[src/rtl/gem_ext_fifo_pkg.sv]
// Shared types for the GEM external-FIFO receive path: FSM states,
// buffer entry layout and the terminator entry used to close a frame.
package gem_ext_fifo_pkg;

  localparam int GEM_RX_STATUS_WIDTH = 45;

  typedef enum logic [1:0] {
    ST_IDLE,
    ST_FRAME,
    ST_DROP
  } rx_state_t;

  typedef struct packed {
    logic [7:0] data;
    logic       last;
    logic       user;
  } rx_entry_t;

  // Closes an abandoned frame; downstream sees a bad, empty tail byte.
  localparam rx_entry_t TERM_ENTRY = '{data: 8'h00, last: 1'b1, user: 1'b1};

  function automatic rx_entry_t make_entry(input logic [7:0] data,
                                           input logic       last,
                                           input logic       user);
    rx_entry_t e;
    e.data = data;
    e.last = last;
    e.user = user;
    return e;
  endfunction

endpackage

[src/rtl/gem_ext_fifo_rx_if.sv]
// 8-bit AXI-Stream link carrying received frames; tuser flags a bad frame
// on the tlast beat.
interface gem_ext_fifo_rx_if;
  logic [7:0] tdata;
  logic       tvalid;
  logic       tready;
  logic       tlast;
  logic       tuser;

  modport master (output tdata, output tvalid, output tlast, output tuser, input tready);
  modport slave  (input tdata, input tvalid, input tlast, input tuser, output tready);
endinterface

[src/rtl/gem_ext_fifo_rx_buf.sv]
// First-word-fall-through buffer: an output register fed either directly
// from the write port (bypass) or from the backing array.
module gem_ext_fifo_rx_buf
  import gem_ext_fifo_pkg::*;
#(
  parameter int DEPTH = 16
) (
  input  logic                       clk,
  input  logic                       rst,
  input  logic                       push,
  input  rx_entry_t                  push_entry,
  input  logic                       ready,
  output rx_entry_t                  out_entry,
  output logic                       out_valid,
  output logic [$clog2(DEPTH):0]     level
);

  localparam int PTR_W = $clog2(DEPTH);

  rx_entry_t          mem [DEPTH];
  logic [PTR_W-1:0]   wr_ptr_reg;
  logic [PTR_W-1:0]   rd_ptr_reg;
  logic [PTR_W:0]     mem_count_reg;
  rx_entry_t          out_reg;
  logic               out_valid_reg;

  logic pop;
  logic load_out;
  logic accept;
  logic mem_empty;
  logic bypass;
  logic mem_wr;
  logic mem_rd;

  assign pop       = out_valid_reg & ready;
  assign load_out  = ~out_valid_reg | pop;
  assign accept    = push & ((level != (PTR_W + 1)'(DEPTH)) | pop);
  assign mem_empty = (mem_count_reg == '0);
  // With nothing queued behind it, a new entry goes straight to the output.
  assign bypass    = accept & load_out & mem_empty;
  assign mem_wr    = accept & ~bypass;
  assign mem_rd    = load_out & ~mem_empty;

  always_ff @(posedge clk) begin
    if (mem_wr) begin
      mem[wr_ptr_reg] <= push_entry;
    end
  end

  always_ff @(posedge clk) begin
    if (rst) begin
      wr_ptr_reg    <= '0;
      rd_ptr_reg    <= '0;
      mem_count_reg <= '0;
      out_reg       <= '0;
      out_valid_reg <= 1'b0;
    end else begin
      if (mem_wr) begin
        wr_ptr_reg <= wr_ptr_reg + PTR_W'(1);
      end
      if (mem_rd) begin
        rd_ptr_reg <= rd_ptr_reg + PTR_W'(1);
      end
      case ({mem_wr, mem_rd})
        2'b10:   mem_count_reg <= mem_count_reg + (PTR_W + 1)'(1);
        2'b01:   mem_count_reg <= mem_count_reg - (PTR_W + 1)'(1);
        default: mem_count_reg <= mem_count_reg;
      endcase
      if (mem_rd) begin
        out_reg       <= mem[rd_ptr_reg];
        out_valid_reg <= 1'b1;
      end else if (bypass) begin
        out_reg       <= push_entry;
        out_valid_reg <= 1'b1;
      end else if (pop) begin
        out_valid_reg <= 1'b0;
      end
    end
  end

  assign out_entry = out_reg;
  assign out_valid = out_valid_reg;
  assign level     = mem_count_reg + {{PTR_W{1'b0}}, out_valid_reg};

endmodule

[src/rtl/gem_ext_fifo_rx.sv]
// GEM RX external-FIFO write port to 8-bit AXI-Stream, with frame-level
// error marking, overflow signalling and saturating frame statistics.
module gem_ext_fifo_rx
  import gem_ext_fifo_pkg::*;
#(
  parameter int DEPTH        = 16,
  parameter int STATUS_WIDTH = GEM_RX_STATUS_WIDTH,
  parameter int CNT_WIDTH    = 16
) (
  input  logic                    clk,
  input  logic                    rst,
  input  logic [7:0]              gem_rx_data,
  input  logic                    gem_rx_wr,
  input  logic                    gem_rx_sop,
  input  logic                    gem_rx_eop,
  input  logic                    gem_rx_err,
  input  logic [STATUS_WIDTH-1:0] gem_rx_status,
  input  logic                    gem_rx_flush,
  output logic                    gem_rx_overflow,
  gem_ext_fifo_rx_if.master       m_axis,
  output logic [STATUS_WIDTH-1:0] rx_status,
  output logic                    rx_status_valid,
  output logic [CNT_WIDTH-1:0]    cnt_good,
  output logic [CNT_WIDTH-1:0]    cnt_bad,
  output logic [CNT_WIDTH-1:0]    cnt_drop
);

  localparam int LEVEL_W = $clog2(DEPTH) + 1;

  rx_state_t               state_reg;
  rx_state_t               state_next;
  logic                    err_seen_reg;
  logic                    overflow_reg;
  logic [STATUS_WIDTH-1:0] rx_status_reg;
  logic                    rx_status_valid_reg;

  logic [LEVEL_W-1:0] level;
  logic               room;
  logic               push;
  rx_entry_t          push_entry;
  rx_entry_t          out_entry;
  logic               out_valid;
  logic               ovf_hit;
  logic               drop_hit;
  logic               status_hit;
  logic [2:0]         cnt_inc;

  // Ordinary bytes may fill up to DEPTH-1; the last slot is kept for a closer.
  assign room = (level < LEVEL_W'(DEPTH - 1));

  always_comb begin
    push       = 1'b0;
    push_entry = '0;
    state_next = state_reg;
    ovf_hit    = 1'b0;
    drop_hit   = 1'b0;
    case (state_reg)
      ST_IDLE: begin
        if (gem_rx_wr && gem_rx_sop) begin
          if (room) begin
            push       = 1'b1;
            push_entry = make_entry(gem_rx_data, gem_rx_eop, gem_rx_eop & gem_rx_err);
            if (!gem_rx_eop) state_next = ST_FRAME;
          end else begin
            ovf_hit  = 1'b1;
            drop_hit = 1'b1;
            if (!gem_rx_eop) state_next = ST_DROP;
          end
        end
      end
      ST_FRAME: begin
        if (gem_rx_flush) begin
          push       = 1'b1;
          push_entry = TERM_ENTRY;
          state_next = ST_IDLE;
        end else if (gem_rx_wr) begin
          push = 1'b1;
          if (gem_rx_sop) begin
            // Missing eop: this byte closes the old frame as bad.
            push_entry = make_entry(gem_rx_data, 1'b1, 1'b1);
            state_next = gem_rx_eop ? ST_IDLE : ST_DROP;
          end else if (room) begin
            push_entry = make_entry(gem_rx_data, gem_rx_eop,
                                    gem_rx_eop & (err_seen_reg | gem_rx_err));
            if (gem_rx_eop) state_next = ST_IDLE;
          end else begin
            push_entry = make_entry(gem_rx_data, 1'b1, 1'b1);
            ovf_hit    = 1'b1;
            state_next = gem_rx_eop ? ST_IDLE : ST_DROP;
          end
        end
      end
      ST_DROP: begin
        if (gem_rx_flush || (gem_rx_wr && gem_rx_eop)) state_next = ST_IDLE;
      end
      default: state_next = ST_IDLE;
    endcase
  end

  assign status_hit = gem_rx_wr & gem_rx_eop & (state_reg != ST_DROP);

  always_ff @(posedge clk) begin
    if (rst) begin
      state_reg           <= ST_IDLE;
      err_seen_reg        <= 1'b0;
      overflow_reg        <= 1'b0;
      rx_status_reg       <= '0;
      rx_status_valid_reg <= 1'b0;
    end else begin
      state_reg           <= state_next;
      overflow_reg        <= ovf_hit;
      rx_status_valid_reg <= status_hit;
      if (status_hit) rx_status_reg <= gem_rx_status;
      if (state_next == ST_IDLE) begin
        err_seen_reg <= 1'b0;
      end else if (push && !push_entry.last && gem_rx_err) begin
        err_seen_reg <= 1'b1;
      end
    end
  end

  gem_ext_fifo_rx_buf #(
    .DEPTH (DEPTH)
  ) u_buf (
    .clk        (clk),
    .rst        (rst),
    .push       (push),
    .push_entry (push_entry),
    .ready      (m_axis.tready),
    .out_entry  (out_entry),
    .out_valid  (out_valid),
    .level      (level)
  );

  // Counter index: 0 = good frames, 1 = bad frames, 2 = dropped frames.
  assign cnt_inc = {drop_hit, push & push_entry.last & push_entry.user,
                    push & push_entry.last & ~push_entry.user};

  genvar gi;
  generate
    for (gi = 0; gi < 3; gi++) begin : g_cnt
      logic [CNT_WIDTH-1:0] count_reg;
      always_ff @(posedge clk) begin
        if (rst) begin
          count_reg <= '0;
        end else if (cnt_inc[gi] && (count_reg != '1)) begin
          count_reg <= count_reg + CNT_WIDTH'(1);
        end
      end
    end
  endgenerate

  assign cnt_good = g_cnt[0].count_reg;
  assign cnt_bad  = g_cnt[1].count_reg;
  assign cnt_drop = g_cnt[2].count_reg;

  assign m_axis.tdata  = out_entry.data;
  assign m_axis.tlast  = out_entry.last;
  assign m_axis.tuser  = out_entry.user;
  assign m_axis.tvalid = out_valid;

  assign gem_rx_overflow = overflow_reg;
  assign rx_status       = rx_status_reg;
  assign rx_status_valid = rx_status_valid_reg;

endmodule

[src/flat_wrapper.sv]
// flat-port wrapper written by rule: the top's interface ports become plain ports
module gem_ext_fifo_rx_flat import gem_ext_fifo_pkg::*;
#(
  parameter int DEPTH        = 16,
  parameter int STATUS_WIDTH = GEM_RX_STATUS_WIDTH,
  parameter int CNT_WIDTH    = 16
)
  (clk, rst, gem_rx_data, gem_rx_wr, gem_rx_sop, gem_rx_eop, gem_rx_err, gem_rx_status, gem_rx_flush, gem_rx_overflow, rx_status, rx_status_valid, cnt_good, cnt_bad, cnt_drop, m_axis_tdata, m_axis_tvalid, m_axis_tlast, m_axis_tuser, m_axis_tready);
  gem_ext_fifo_rx_if m_axis_i ();
  input  logic clk;
  input  logic rst;
  input  logic [7:0] gem_rx_data;
  input  logic gem_rx_wr;
  input  logic gem_rx_sop;
  input  logic gem_rx_eop;
  input  logic gem_rx_err;
  input  logic [STATUS_WIDTH-1:0] gem_rx_status;
  input  logic gem_rx_flush;
  output logic gem_rx_overflow;
  output logic [STATUS_WIDTH-1:0] rx_status;
  output logic rx_status_valid;
  output logic [CNT_WIDTH-1:0] cnt_good;
  output logic [CNT_WIDTH-1:0] cnt_bad;
  output logic [CNT_WIDTH-1:0] cnt_drop;
  output wire logic [$bits(m_axis_i.tdata)-1:0] m_axis_tdata;
  output wire logic [$bits(m_axis_i.tvalid)-1:0] m_axis_tvalid;
  output wire logic [$bits(m_axis_i.tlast)-1:0] m_axis_tlast;
  output wire logic [$bits(m_axis_i.tuser)-1:0] m_axis_tuser;
  input wire logic [$bits(m_axis_i.tready)-1:0] m_axis_tready;
  assign m_axis_tdata = m_axis_i.tdata;
  assign m_axis_tvalid = m_axis_i.tvalid;
  assign m_axis_tlast = m_axis_i.tlast;
  assign m_axis_tuser = m_axis_i.tuser;
  assign m_axis_i.tready = m_axis_tready;
  gem_ext_fifo_rx #(.DEPTH(DEPTH), .STATUS_WIDTH(STATUS_WIDTH), .CNT_WIDTH(CNT_WIDTH)) u_core (.clk(clk), .rst(rst), .gem_rx_data(gem_rx_data), .gem_rx_wr(gem_rx_wr), .gem_rx_sop(gem_rx_sop), .gem_rx_eop(gem_rx_eop), .gem_rx_err(gem_rx_err), .gem_rx_status(gem_rx_status), .gem_rx_flush(gem_rx_flush), .gem_rx_overflow(gem_rx_overflow), .m_axis(m_axis_i), .rx_status(rx_status), .rx_status_valid(rx_status_valid), .cnt_good(cnt_good), .cnt_bad(cnt_bad), .cnt_drop(cnt_drop));
endmodule
[config.mk]
export PLATFORM = sky130hd
export DESIGN_NAME = gem_ext_fifo_rx_flat
export DESIGN_NICKNAME = d
export VERILOG_FILES = /design/src/rtl/gem_ext_fifo_pkg.sv /design/src/rtl/gem_ext_fifo_rx_if.sv /design/src/rtl/gem_ext_fifo_rx_buf.sv /design/src/rtl/gem_ext_fifo_rx.sv /design/src/flat_wrapper.sv
export SDC_FILE = /design/constraint.sdc
export NUM_CORES = 1
export LEC_CHECK = 0
export ABC_AREA = 0
export CORE_MARGIN = 3
export CORE_UTILIZATION = 50
export CTS_CLUSTER_SIZE = 16
export DETAILED_ROUTE_END_ITERATION = 10
export GPL_TIMING_DRIVEN = 0
export PLACE_DENSITY = 0.73
export RECOVER_POWER = 25
export SYNTH_ARGS = -nofsm -noshare
export SYNTH_HDL_FRONTEND = slang
export SYNTH_HIERARCHICAL = 1
export SYNTH_SLANG_ARGS = --single-unit
[constraint.sdc]
create_clock -name clk -period 4.44 [get_ports clk]
set_input_delay 0.888 -clock clk [delete_from_list [all_inputs] [get_ports clk]]
set_output_delay 0.888 -clock clk [all_outputs]
set_load 0.01 [all_outputs]
==> impl_metrics.toml <==
[status]
status = "finished, final reports clean"

[cells_and_area]
final_common_cell = "clkdlybuf4s50_1"
layout.cells.non_filler = 1536
syn2layout_area_growth_pct = 25.7
nets = 1268
final_cell_mix = "clkdlybuf4s50_1 (161), edfxtp_1 (160), nand2_1 (126)"
largest_reg_flops = 160
layout-drive-gt1-share = 0.0946

[routing]
routed-via-count = 8669
drtPass1Iterations = 7
drt-initial-drc-count = 697
drcViolationCount = 0
wire_per_inst_um = 19.2
viasPerCell = 5.64
wirelength_um = 29400
antenna_left = 0

[floorplan]
rows = 56
dieWidth_um = 162
fp.coreArea_mm2 = 0.0237
die-area_mm2 = 0.0262
initial_utilization = 0.514
die_h_um = 162
ios = 167

[logic_synthesis]
synthArstFlopShare = 0
synth_nets = 1072
ys_warn_count = 6
syn_avg_cell_area_um2 = 12.2
yosys_most_used_dff = "edfxtp_1"
synth_top_area_share = 0.395
synth_top_cell_by_area = "edfxtp_1"
yosysSeqAreaShare = 0.602
synth_edf_count = 160
ys_ff_latch = 286
syn_inst = 997
syn_area_mm2 = 0.0122
ys_top_cells_by_area = "edfxtp_1 (39%), dfxtp_1 (21%), mux4_1 (4.8%), nand2_1 (3.9%), a21oi_1 (3.5%)"
ys_types = 68

[worst_setup_path]
worstSetupStartpointType = "flop"
crit_required_ps = 4900
r2r_cells = 20
r2r-start = "u_core/u_buf/out_valid"
crit_type = "reg2reg"
critPathCaptureType = "flop"
path_max_fanout = 8
arrival_ps = 4600
rrSetupSlack_ps = 300
r2r_end = "u_core/u_buf/mem_count_reg[4]"

[placed_design]
port_buffers = 162
gp_congestion = 0.885
hpwl_um = 20400
dp.cells = 1480

[clocking]
root_buffer = "clkbuf_16"
htreeDepth = 1
cts_made_buffers = 29
clock-sinks = 286
insertion_delay_ps = 530
cts_hold_buffers = 0
clock_path_buffers = 3
clk_pin_slew_ps = 60
cts_tree = "built"

[global_route]
grt-ovfl-total = 0
grt_max_degree = 24
grt_pass1_wl_um = 46100
antenna_found_initial = 2
grt_usage = 0.220
grt_pass1_vias = 8407

[hold_path]
worstHoldPathCells = 2
min_from = "u_core/rx_status[39]"
min_to = "u_core/rx_status[39]"
min_path_type = "reg2reg"

[flow_run]
drv_cap = 0

[pwr]
peakVddDrop_v = 0.000277
leakage_uw = 0.00520
total_power_uw = 7200
power_density_mw_per_mm2 = 471

[sta]
clock.fmax_mhz = 242
final-hold-violation-count = 0
clock_skew_ps = 6.63
hold_ws_ps = 452
maxSlewHeadroom = 0.157
maxSlewViolCount = 0
setup_viol = 0
worstMarginPinSlew_ps = 1260
fin_crit_ps = 4140
timing.final.crit_share = 0.932
where the power goes:
group / total [uW] / switching (uW) / internal (uW)
Combinational: 1590 / 831 / 760
Clock: 2590 / 987 / 1600
Sequential: 3020 / 80.7 / 2940
Total: 7200 / 1900 / 5300
cells by family (layout without fill, tap and decap cells):
family                   count (synthesis)  count (layout)  share of synthesized area
AO/OA/AOI/OAI                          175             175                     0.0913
XOR/XNOR                                27              27                     0.0194
adder cells (fa/ha/maj)                 14              14                     0.0144
buffers and inverters                   73             292                     0.0334
flip-flops                             286             286                      0.602
multiplexers                            68              68                     0.0949
other                                    0               1                          0
AND/OR/NAND/NOR                        354             354                      0.144
per-stage QoR:
| stage | worst slack (ps) | area, um^2 | TNS [ps] | util |
|---|---|---|---|---|
| 3_3_place_gp | -260 | 14200 | -2150 | 0.599 |
| 4_1_cts | 105 | 15300 | 0 | 0.645 |
| 5_1_grt | -17.3 | 15300 | -17.3 | 0.646 |
| 2_1_floorplan | 485 | 12200 | 0 | - |
| 6_report | 304 | 15300 | 0 | 0.646 |
| 3_5_place_dp | -337 | 14200 | -493 | 0.601 |
worst max-delay path, stage by stage (launching register included):
cell and delay, ps:
dfxtp_1 340, ha_1 220, ha_1 210, nand3_1 130, xor2_2 210, inv_1 80
a41o_2 310, o22ai_4 230, o31a_1 200, and2_0 120, buf_2 180, inv_1 80
ha_1 210, clkbuf_1 180, xor2_1 180, ha_1 240, nand2b_1 80, a21boi_0 70
o21a_1 180, or4_1 460, a21oi_1 150
cells in the mapped netlist, types with 5 or more instances:
cell type,number
edfxtp_1,160
dfxtp_1,126
nand2_1,126
a21oi_1,84
nor2_1,66
clkbuf_1,30
nand3_1,27
mux2i_1,25
or3_1,24
mux4_1,22
a221oi_1,20
nor2b_1,18
o21ai_0,18
xnor2_1,18
inv_1,15
nor3_1,15
ha_1,14
or2_2,14
mux2_2,13
o31ai_1,13
nand4_1,11
and3_1,10
or4_1,10
xor2_1,9
a211oi_1,8
mux4_2,8
and4_1,7
buf_2,7
buf_6,7
a21o_1,5
nand2b_1,5
how the worst max path moves through the flow:
stage / from / to / slack (ps) / cells past startpoint
2_1_floorplan: u_core/u_buf/out_valid / u_core/u_buf/mem_count_reg[4] / 490 / 20
3_3_place_gp: gem_rx_sop / u_core/u_buf/mem_count_reg[4] / -260 / 16
3_5_place_dp: gem_rx_sop / u_core/u_buf/mem_count_reg[4] / -340 / 16
4_1_cts: u_core/u_buf/mem_count_reg[0] / u_core/u_buf/mem_count_reg[4] / 110 / 20
5_1_grt: u_core/u_buf/out_valid / u_core/u_buf/mem_count_reg[4] / -20 / 20
6_report: u_core/u_buf/out_valid / u_core/u_buf/mem_count_reg[4] / 300 / 20
what timing repair did:
| item | in CTS | in global routing |
|---|---|---|
| buffers inserted | 1 | 0 |
| resized for setup | 1 | 4 |
| endpoints found under the setup margin | 1 | 2 |
| cloned | 0 | 0 |
area by class of cell:
| class | instances | area (um^2) |
|---|---|---|
| Fill cell | 1817 | 8390 |
| Sequential cell | 286 | 7330 |
| Multi-Input combinational cell | 638 | 4480 |
| Timing Repair Buffer | 165 | 1650 |
| Clock buffer | 38 | 830 |
| Tap cell | 319 | 399 |
| Buffer | 58 | 343 |
| Clock inverter | 16 | 210 |
| Inverter | 15 | 56.3 |
| Antenna cell | 1 | 2.50 |
per-layer routing:
| layer | wire, um | share of wire | track usage | up-vias |
|---|---|---|---|---|
| met5 | 13 | 0.00044 | 0 | - |
| met4 | 482 | 0.016 | 0.0465 | 2 |
| met3 | 2340 | 0.080 | 0.0548 | 39 |
| met2 | 14100 | 0.48 | 0.361 | 288 |
| met1 | 12500 | 0.43 | 0.299 | 4219 |
| li1 | - | - | - | 4121 |
Note: power is estimated with default switching activity, not from simulation.
